## config.mk

```make
export PLATFORM = sky130hd
export DESIGN_NAME = quot_bcd
export DESIGN_NICKNAME = d
export VERILOG_FILES = /design/src/rtl/quot_bcd.sv
export SDC_FILE = /design/constraint.sdc
export NUM_CORES = 1
export LEC_CHECK = 0
export CAP_MARGIN = 20
export CELL_PAD_IN_SITES_DETAIL_PLACEMENT = 0
export CELL_PAD_IN_SITES_GLOBAL_PLACEMENT = 2
export CORE_MARGIN = 4
export CORE_UTILIZATION = 36
export CTS_BUF_LIST = sky130_fd_sc_hd__clkbuf_4 sky130_fd_sc_hd__clkbuf_8 sky130_fd_sc_hd__clkbuf_16
export DETAILED_ROUTE_END_ITERATION = 12
export PLACE_DENSITY_LB_ADDON = 0.1
export SETUP_SLACK_MARGIN = 0.05
export SYNTH_ARGS = -nofsm -noshare
export SYNTH_HDL_FRONTEND = slang
export SYNTH_SLANG_ARGS = --single-unit
```

## constraint.sdc

```tcl
create_clock -name clk -period 2.5 [get_ports clk]
set_input_delay 0.375 -clock clk [delete_from_list [all_inputs] [get_ports clk]]
set_output_delay 0.375 -clock clk [all_outputs]
set_load 0.005 [all_outputs]
```

## src/rtl/quot_bcd.sv

```systemverilog
// Converts an unsigned fixed-point quotient into BCD integer and fractional digits.
// Integer part uses serial double-dabble; the fraction is expanded digit by digit via repeated multiply-by-10.
module quot_bcd #(
    parameter int N           = 14,
    parameter int DEC         = 4,
    parameter int INT_DIGITS  = 4,
    parameter int FRAC_DIGITS = 2
) (
    input  logic                       clk,
    input  logic                       reset_n,
    input  logic [N-1:0]               q_in,
    input  logic                       q_valid,
    input  logic                       clr_ovr,
    output logic                       busy,
    output logic [4*INT_DIGITS-1:0]    bcd_int,
    output logic [4*FRAC_DIGITS-1:0]   bcd_frac,
    output logic                       sat,
    output logic                       out_valid,
    output logic                       overrun
);

    localparam int IW  = N - DEC;
    // Scratch holds every digit the integer part can reach, so saturation is exact.
    localparam int SD0 = (IW + 2) / 3 + 1;
    localparam int SD  = (SD0 > INT_DIGITS) ? SD0 : INT_DIGITS;
    localparam int CW  = $clog2(IW + FRAC_DIGITS + 1);
    localparam logic [DEC+3:0] TEN = (DEC+4)'(10);

    typedef enum logic [1:0] {IDLE, CONV_INT, CONV_FRAC, DONE} state_t;

    state_t                     state_q, state_d;
    logic [IW-1:0]              int_q, int_d;
    logic [DEC-1:0]             f_q, f_d;
    logic [4*SD-1:0]            dig_q, dig_d;
    logic [4*FRAC_DIGITS-1:0]   fd_q, fd_d;
    logic [CW-1:0]              cnt_q, cnt_d;
    logic [4*INT_DIGITS-1:0]    bcd_int_q;
    logic [4*FRAC_DIGITS-1:0]   bcd_frac_q;
    logic                       sat_q, out_valid_q, overrun_q;
    logic                       load, ovr_evt, sat_c;
    logic [4*SD-1:0]            adj;
    logic [DEC+3:0]             prod;

    function automatic logic [4*SD-1:0] dabble_adj(input logic [4*SD-1:0] d);
        logic [4*SD-1:0] r;
        r = d;
        for (int i = 0; i < SD; i++) begin
            if (d[4*i +: 4] >= 4'd5) r[4*i +: 4] = d[4*i +: 4] + 4'd3;
        end
        return r;
    endfunction

    assign prod = {4'b0000, f_q} * TEN;
    assign adj  = dabble_adj(dig_q);

    always_comb begin
        sat_c = 1'b0;
        for (int i = INT_DIGITS; i < SD; i++) begin
            if (dig_q[4*i +: 4] != 4'd0) sat_c = 1'b1;
        end
    end

    always_comb begin
        state_d = state_q;
        int_d   = int_q;
        f_d     = f_q;
        dig_d   = dig_q;
        fd_d    = fd_q;
        cnt_d   = cnt_q;
        load    = 1'b0;
        ovr_evt = 1'b0;
        case (state_q)
            IDLE, DONE: begin
                load = (state_q == DONE);
                if (q_valid) begin
                    int_d   = q_in[N-1:DEC];
                    f_d     = q_in[DEC-1:0];
                    dig_d   = '0;
                    fd_d    = '0;
                    cnt_d   = '0;
                    state_d = CONV_INT;
                end else begin
                    state_d = IDLE;
                end
            end
            CONV_INT: begin
                ovr_evt = q_valid;
                dig_d   = {adj[4*SD-2:0], int_q[IW-1]};
                int_d   = int_q << 1;
                cnt_d   = cnt_q + 1'b1;
                if (cnt_q == CW'(IW - 1)) begin
                    cnt_d   = '0;
                    state_d = CONV_FRAC;
                end
            end
            CONV_FRAC: begin
                ovr_evt = q_valid;
                fd_d    = (fd_q << 4) | (4*FRAC_DIGITS)'(prod[DEC+3:DEC]);
                f_d     = prod[DEC-1:0];
                cnt_d   = cnt_q + 1'b1;
                if (cnt_q == CW'(FRAC_DIGITS - 1)) begin
                    cnt_d   = '0;
                    state_d = DONE;
                end
            end
            default: state_d = IDLE;
        endcase
    end

    always_ff @(posedge clk or negedge reset_n) begin
        if (!reset_n) begin
            state_q     <= IDLE;
            int_q       <= '0;
            f_q         <= '0;
            dig_q       <= '0;
            fd_q        <= '0;
            cnt_q       <= '0;
            bcd_int_q   <= '0;
            bcd_frac_q  <= '0;
            sat_q       <= 1'b0;
            out_valid_q <= 1'b0;
            overrun_q   <= 1'b0;
        end else begin
            state_q     <= state_d;
            int_q       <= int_d;
            f_q         <= f_d;
            dig_q       <= dig_d;
            fd_q        <= fd_d;
            cnt_q       <= cnt_d;
            out_valid_q <= load;
            // A drop in the same cycle as a clear must still leave overrun set.
            overrun_q   <= ovr_evt | (overrun_q & ~clr_ovr);
            if (load) begin
                bcd_int_q  <= sat_c ? {INT_DIGITS{4'h9}} : dig_q[4*INT_DIGITS-1:0];
                bcd_frac_q <= fd_q;
                sat_q      <= sat_c;
            end
        end
    end

    assign busy      = (state_q != IDLE);
    assign bcd_int   = bcd_int_q;
    assign bcd_frac  = bcd_frac_q;
    assign sat       = sat_q;
    assign out_valid = out_valid_q;
    assign overrun   = overrun_q;

endmodule

```

==> impl.org, run 1 <==
** Run status
- The flow ran to the end, and the final reports show no timing, DRC or antenna violations.

** Final layout
- Count of inserted antenna diode cells :: 0
- Final net count :: between 400 and 500
- Fraction of final layout cells with drive strength greater than 1 :: 0.108
- Area growth from synthesis to layout :: 23.0%
- Number of fill cells :: between 800 and 900
- Cell area after layout :: around 4400 µm²

** Critical path
- Largest delay share family, worst path :: buffers and inverters
- By startpoint and endpoint, the worst setup path is classified as flip-flop to flip-flop.
- The slowest stage of the critical path belongs to the cell sky130_fd_sc_hd__ha_1.
- By instance count, the cell type seen most on the critical path is sky130_fd_sc_hd__buf_4.
- Counting both buffers and inverters, the worst setup path holds a total of 3.
- Largest incremental delay on the critical path :: around 0.43 ns
- Capturing element type of the critical path :: flip-flop
- Required time at the endpoint of the critical path :: 2.73 ns
- Max FO, Critical Path :: 38
- CP Data Arrival Time :: about 2.3 ns
- Cell-by-cell trace of the critical path :: inv_1 -> ha_1 -> buf_4 -> nor2b_2 -> a21oi_2 -> buf_4 -> a221o_1
- STA classifies the critical path startpoint as a flip-flop.

** Floorplanning
- The die is between 100 and 150 µm wide.
- From bottom edge to top edge, the die measures 107 µm.
- Core Region :: 9420 µm²
- Count of pins on the block boundary :: between 40 and 50
- Core Rows :: 35
- Die area :: 11500 µm²
- For this configuration, the core starts out at a cell density of 0.377.

** CTS
- In this run the deepest clock path goes through 2 buffers.
- For the worst-skew pair, the clock arrives at the later sink with an insertion delay of around 0.35 ns.
- TritonCTS built the clock tree.
- Once the clock tree was built, the resizer swapped 0 gates to a different size.
- Total clock sinks :: 75
- Number of buffers added by the clock tree synthesis step :: 9
- Number of setup buffers added after CTS :: 0
- Clock-pin transition on the worst setup and hold timing paths :: 0.08 ns
- H-tree levels :: 3
- Hold repair after CTS inserted 0 buffers.
- Clock tree synthesis selected as its root buffer the cell sky130_fd_sc_hd__clkbuf_8.

** Placement
- In this run the cell area measured after placement is approximately 4200 µm².
- Final GP Congestion :: about 0.73
- Post-DP HPWL :: just under 5 mm
- Port bufs :: 45

** Global routing
- Entering global routing, the biggest net connects between 40 and 50 pins.
- Via count of the first global-routing pass :: 2524
- The first global-routing pass estimated ~13 mm of wire.
- Total track usage :: 0.137
- Remaining global-route overflow :: 0
- The number of antenna violations at the first check in global routing is 0.

** Timing
- RSZ-0062 raised after global routing :: no
- Worst slew pin tran :: 0.723 ns
- Post-route fraction of the period consumed by the critical path :: 0.821
- Maximum operating frequency :: roughly 500 MHz
- Sum of negative setup slack :: 0 ns
- The total count of max-transition violations in the final report was 0.
- Worst slew margin relative to its limit :: 0.517
- Across the routed clock network, the largest skew measured is roughly 0.011 ns.
- After layout, the minimum clock period comes to just over 2 ns.
- Total of endpoints with negative setup slack in the final report :: 0
- The count of endpoints failing hold in the final timing report came to 0.
- Final hold analysis gives a worst-case slack of ~0.032 ns.

** Detailed routing
- Wirelength per Cell :: ~14 µm
- After detailed routing, the number of remaining DRC violations is 0.
- The detail route stage leaves a number of antenna-violating nets equal to 0.
- Vias after detailed routing :: approximately 2.5k
- Iter 0 DRT Violations :: 59
- Total length of routed wires :: 7.26 mm
- Drt via density :: between 4 and 5
- Iteration count of the initial detailed-routing pass :: 4

** Synth
- Register bit total from synthesis :: 75
- Most numerous cell in the Yosys netlist :: sky130_fd_sc_hd__dfrtp_1
- For this run, asynchronously set or reset flops after synthesis account for 1.00.
- Total number of yosys warnings :: 0
- The number of nets handed over by synthesis was between 300 and 400.
- Of the total synthesized cell area, the portion taken by XOR and XNOR cells is 0.0247.
- The cell area that synthesis handed to floorplanning was about 3500 µm².
- Measured against the total synthesized area, the mux share comes to 0.0635.
- Cell accounting for the most synthesized area :: sky130_fd_sc_hd__dfrtp_1
- Dividing the synthesized area by the synthesized cell count gives approximately 11 µm².
- Yosys mapped a number of flops with a built-in enable equal to 0.
- Share of the synthesized area in the top cell type :: 0.529
- After synthesis, the largest family of logic cells by area is compound AO/OA/AOI/OAI gates.
- Of the total synthesized cell area, the portion taken by AND, OR, NAND and NOR gates is 0.112.
- Adder-cell area share of the yosys netlist :: 0.0797
- For this run, the leading register cell type out of synthesis is sky130_fd_sc_hd__dfrtp_1.
- Of the synthesized area, sequential elements account for 0.529.
- In the synthesized netlist, the number of instances is 335.
- Ranked by total cell area, the synthesized netlist is headed by sky130_fd_sc_hd__dfrtp_1 53%, sky130_fd_sc_hd__ha_1 7.4%, sky130_fd_sc_hd__o21ai_0 5.8%.
- The commonest cells after synthesis are 75 x sky130_fd_sc_hd__dfrtp_1, 43 x sky130_fd_sc_hd__nand2_1, 41 x sky130_fd_sc_hd__o21ai_0.
- The compound-cell area share of the yosys netlist is 0.146.
- Distinct cell type count after synthesis :: 37

** Power and ir drop
- The worst-case IR drop observed on VDD is roughly 560 µV.
- Leakage component of the power :: about 1.9 nW
- Total power divided by cell area :: 1080 nW/µm²

** Flow run
- The tool flagged a number of max-cap violations equal to 0.

** Hold path
- The path class of the tightest hold or removal check is input port to async pin.
==> worst register-to-register path, cell delays in order, from the launching register on <==
cell                      delay [ns]
sky130_fd_sc_hd__dfrtp_1        0.39
sky130_fd_sc_hd__inv_1          0.08
sky130_fd_sc_hd__ha_1           0.43
sky130_fd_sc_hd__buf_4          0.23
sky130_fd_sc_hd__nor2b_2        0.14
sky130_fd_sc_hd__a21oi_2        0.04
sky130_fd_sc_hd__buf_4          0.25
sky130_fd_sc_hd__a221o_1        0.39
==> power breakdown <==
group	switching [W]	total [W]	internal [W]
clock network	0.000441	0.000904	0.000463
logic	0.000991	0.00195	0.000954
registers	0.000253	0.00185	0.00160
==> cell usage in the layout (no fill, tap or decap), drive strengths merged, types with 4 or more instances in the layout <==
cell           instances
a21oi                 15
mux2                  12
buf                   11
ha                    21
dfrtp                 75
clkdlybuf4s50         44
o22a                   4
o21ai                 41
nand2b                 5
nor2                   9
inv                   24
xnor2                  5
o22ai                  4
a22oi                  4
xor2                   5
o31ai                  4
mux2i                  9
nor3                   7
nand3                  6
clkbuf                10
nand2                 43
a22o                   8
==> state kept, by name, summed over array words and instances (netlist names) <==
signal     cells
int_q         10
bcd_frac       8
state_q        2
overrun        1
bcd_int       16
fd_q           8
out_valid      1
f_q            4
sat            1
dig_q         20
cnt_q          4
==> cell type report <==
type,count,area [µm²],area share
inverters,24,90.1,0.0206
well taps,129,161,0.0370
flip-flops and latches,75,1880,0.430
multi-input cells,220,1510,0.347
repair buffers,55,536,0.123
clock buffers,10,131,0.0301
clock inverters,5,55.1,0.0126
==> layer usage <==
| metal | share of wire | GRT usage | up-vias |
|---|---|---|---|
| met4 | 0.014 | 0.0329 | 0 |
| met3 | 0.046 | 0.0432 | 10 |
| li1 | - | - | 1258 |
| met1 | 0.48 | 0.183 | 1184 |
| met2 | 0.46 | 0.219 | 44 |
| met5 | 0 | 0 | - |
==> through the flow <==
step                utilization  total power [W]  worst slack (ns)  std cells
floorplan                     -          0.00302             0.715        335
global placement          0.444          0.00385             0.464        503
detailed placement        0.444          0.00388             0.425        503
CTS                       0.464          0.00480             0.433        518
global route              0.464          0.00512             0.174        518
finish                    0.464          0.00470             0.447        518
==> cells by family after synthesis <==
family	Yosys count
simple gates	82
compound gates	85
mux	21
fa+ha+maj	22
buf+inv	40
xor+xnor	10
flops	75
==> final timing paths <==
path	start	endpoint	slack [ns]	cells after the start
setup / recovery	state_q[0]$_DFFE_PN0P_	dig_q[2]$_DFFE_PN0P_	0.45	7
hold / removal	reset_n	bcd_frac[4]$_DFFE_PN0P_	0.03	1
setup reg to reg	state_q[0]$_DFFE_PN0P_	dig_q[2]$_DFFE_PN0P_	0.45	7
hold reg to reg	int_q[6]$_DFFE_PN0P_	int_q[6]$_DFFE_PN0P_	0.48	2
max in group asynchronous	reset_n	bcd_int[5]$_DFFE_PN0P_	1.88	2
min in group clk	int_q[6]$_DFFE_PN0P_	int_q[6]$_DFFE_PN0P_	0.48	2
No activity file was read; power rests on OpenSTA's default activity.
==> run 2: changes to the inputs <==
- clock period: 2.5 -> 2 ns (I/O delays scaled with it)
==> run 2 against run 1 <==
Net effect: cell count increased by 2.5%; power increased by 35%; routed wire length increased by 2.4%; non-clock buffer count increased by 13; worst setup slack got worse by 0.29 ns; sequential power increased by 25%; utilization increased by 1.8 points; design area increased by 3.9%; die area unchanged; global-route usage increased by 0.38 points; highest routed layer unchanged.
==> impl.org, run 2 (synthesis results as in run 1) <==
** Timing
- Final slew viol count :: 0 (unchanged)
- Largest clock skew in the final design :: 0.00961 ns (was 0.0110 ns)
- The total of endpoints with negative setup slack in the final report is 0 (unchanged).
- The part of the cycle the worst path needs was 0.920 (was 0.821).
- RSZ-0062 raised after global routing: no (unchanged).
- The worst slew margin relative to its limit was 0.752 (was 0.517).
- The measured slew at the worst slew-check pin was 0.366 ns (was 0.723 ns).
- The count of endpoints failing hold in the final timing report is 0 (unchanged).
- The final total negative setup slack came to 0 ns (unchanged).
- Min Clock Period, post-route :: 1.84 ns (was 2.05 ns)
- Maximum operating frequency :: 543 MHz (was 487 MHz)

** Placement
- Post-DP HPWL :: 5.34 mm (was 4.92 mm)
- The area after detailed placement was 4270 µm² (was 4180 µm²).
- The count of input and output buffers was 45 (unchanged).
- The placer's final routability congestion estimate came to 0.774 (was 0.727).

** Critical path
- Capturing element type of the critical path :: flip-flop (unchanged)
- The data required time at the worst endpoint was 2.22 ns (was 2.73 ns).
- The largest fanout on the critical path is 5 (was 38).
- The critical path arrival was 2.06 ns (was 2.29 ns).
- The kind of start point of the critical path is a flip-flop (unchanged).
- Worst Setup Path Type :: flip-flop to flip-flop (unchanged)

** Floorplanning
- Core Region :: 9420 µm² (unchanged)
- Die area :: 11500 µm² (unchanged)
- The number of primary I/O pins is 46 (unchanged).
- Core Rows :: 35 (unchanged)
- The effective utilization at floorplan was 0.377 (unchanged).
- The vertical extent of the die is 107 µm (unchanged).
- Die Span X :: 107 µm (unchanged)

** Power and ir drop
- Leakage component of the power :: 1.99 nW (was 1.90 nW)
- Worst-case vdd ir drop :: 799 µV (was 561 µV)
- The total power density per cell area is 1400 nW/µm² (was 1080 nW/µm²).

** Global routing
- Maximum number of pins on one net before global-route repair :: 36 (was 45)
- Remaining global-route overflow :: 0 (unchanged)
- Via count of the first global-routing pass :: 2658 (was 2524)
- Global-route wire length before repair :: 13.0 mm (was 12.6 mm)
- The number of antenna violations at the first check in global routing is 0 (unchanged).
- The overall fraction of global-route tracks in use was 0.141 (was 0.137).

** CTS
- Worst-case clock buffer depth :: 2 (unchanged)
- The H-tree depth was 3 (unchanged).
- TritonCTS clock tree :: yes (unchanged)
- The TritonCTS buffer count is 9 (unchanged).
- Clock Root Buffer :: sky130_fd_sc_hd__clkbuf_8 (unchanged)
- The clock latency reported for the late side of the worst-skew pair is 0.34 ns (was 0.35 ns).
- Total clock sinks :: 75 (unchanged)
- Clock-pin transition on the worst setup and hold timing paths :: 0.08 ns (about the same)

** Detailed routing
- The number of violations reported at the end of detailed-routing iteration 0 was 119 (was 59).
- The post-detailed-route DRC marker count was 0 (unchanged).
- Wirelength per Cell :: 14.0 µm (about the same)
- The first-pass iteration count of the detailed router was 4 (unchanged).
- Drt via density :: 4.86 (was 4.82)
- Number of nets with antenna violations after routing :: 0 (unchanged)
- Vias after detailed routing :: 2580 (was 2496)
- The total wire length after detailed routing was 7.44 mm (was 7.26 mm).

** Final layout
- The antenna diode count is 0 (unchanged).
- Most used cells in the layout excluding fill and tap cells :: 75 x sky130_fd_sc_hd__dfrtp_1, 44 x sky130_fd_sc_hd__clkdlybuf4s50_1, 43 x sky130_fd_sc_hd__nand2_1, 40 x sky130_fd_sc_hd__o21ai_0, 24 x sky130_fd_sc_hd__inv_1 (unchanged)
- Top register by number of flip-flops :: dig_q (unchanged)
- Final net count :: 438 (was 425)
- The flip-flop count of the largest register after layout came to 20 (unchanged).
- The final non-filler cell area is 4540 µm² (was 4360 µm²).
- Fraction of final layout cells with drive strength greater than 1 :: 0.139 (was 0.108)
- Most common cell after layout, fill and taps aside :: sky130_fd_sc_hd__dfrtp_1 (unchanged)
- The area growth from synthesis to final layout is 27.8% (was 23.0%).

** Hold path
- The worst min-delay path class was input port to async pin (unchanged).

** Flow run
- Max-capacitance violation count :: 0 (unchanged)

** Run status
- Status: completed (unchanged).
-- run 2: critical path, cell delays in order, from the launching register on --
cell and delay [ns]:
sky130_fd_sc_hd__dfrtp_1 0.45, sky130_fd_sc_hd__ha_1 0.31, sky130_fd_sc_hd__ha_1 0.23, sky130_fd_sc_hd__fa_1 0.38
sky130_fd_sc_hd__xor2_1 0.17, sky130_fd_sc_hd__a22o_1 0.20
-- run 2: metal layers --
layer	global-route usage	share of wire	wire length (µm)
met5	0	0	0
met4	0.0521	0.015	108
met3	0.0276	0.036	265
met2	0.226	0.47	3530
met1	0.190	0.47	3530
-- run 2: per-stage QoR --
step / power, W / utilization / hold slack (ns) / instances / setup slack (ns)
after floorplan: 0.00377 / - / 0.00441 / 335 / 0.215
after global placement: 0.00495 / 0.453 / 0.229 / 513 / 0.179
after detailed placement: 0.00499 / 0.453 / 0.227 / 513 / 0.148
after CTS: 0.00640 / 0.479 / 0.403 / 529 / 0.0899
after global routing: 0.00687 / 0.482 / 0.437 / 531 / 0.0625
final: 0.00635 / 0.482 / 0.413 / 531 / 0.159
-- run 2: where the power goes --
group          leakage [nW]  total (W)  internal [W]  switching (W)
clock network         0.116    0.00139      0.000835       0.000552
logic                 0.886    0.00265       0.00136        0.00129
registers             0.992    0.00231       0.00200       0.000318
total                  1.99    0.00635       0.00419        0.00216
-- run 2: final timing paths --
kind	from	endpoint	slack [ns]	cells past startpoint
worst max-delay path	f_q[3]$_DFFE_PN0P_	fd_q[2]$_DFFE_PN0P_	0.16	5
worst min-delay path	reset_n	bcd_frac[5]$_DFFE_PN0P_	0.41	2
worst max register to register	f_q[3]$_DFFE_PN0P_	fd_q[2]$_DFFE_PN0P_	0.16	5
worst min register to register	int_q[3]$_DFFE_PN0P_	int_q[3]$_DFFE_PN0P_	0.48	2
max in group asynchronous	reset_n	bcd_int[13]$_DFFE_PN0P_	1.03	3
min in group clk	int_q[3]$_DFFE_PN0P_	int_q[3]$_DFFE_PN0P_	0.48	2
-- run 2: final cells by class --
cell class,instances,area [µm²]
Fill cell,901,4880
Sequential cell,75,1880
Multi-Input combinational cell,220,1530
Timing Repair Buffer,68,648
Tap cell,129,161
Clock buffer,10,131
Clock inverter,5,103
Inverter,24,90.1
-- run 2: repair_timing --
item | in CTS | in global routing
hold buffers | 1 | 0
setup endpoints to repair | 0 | 38
endpoints found under the hold margin | 21 | 0
buffers inserted | 0 | 2
gates resized for setup | 0 | 3
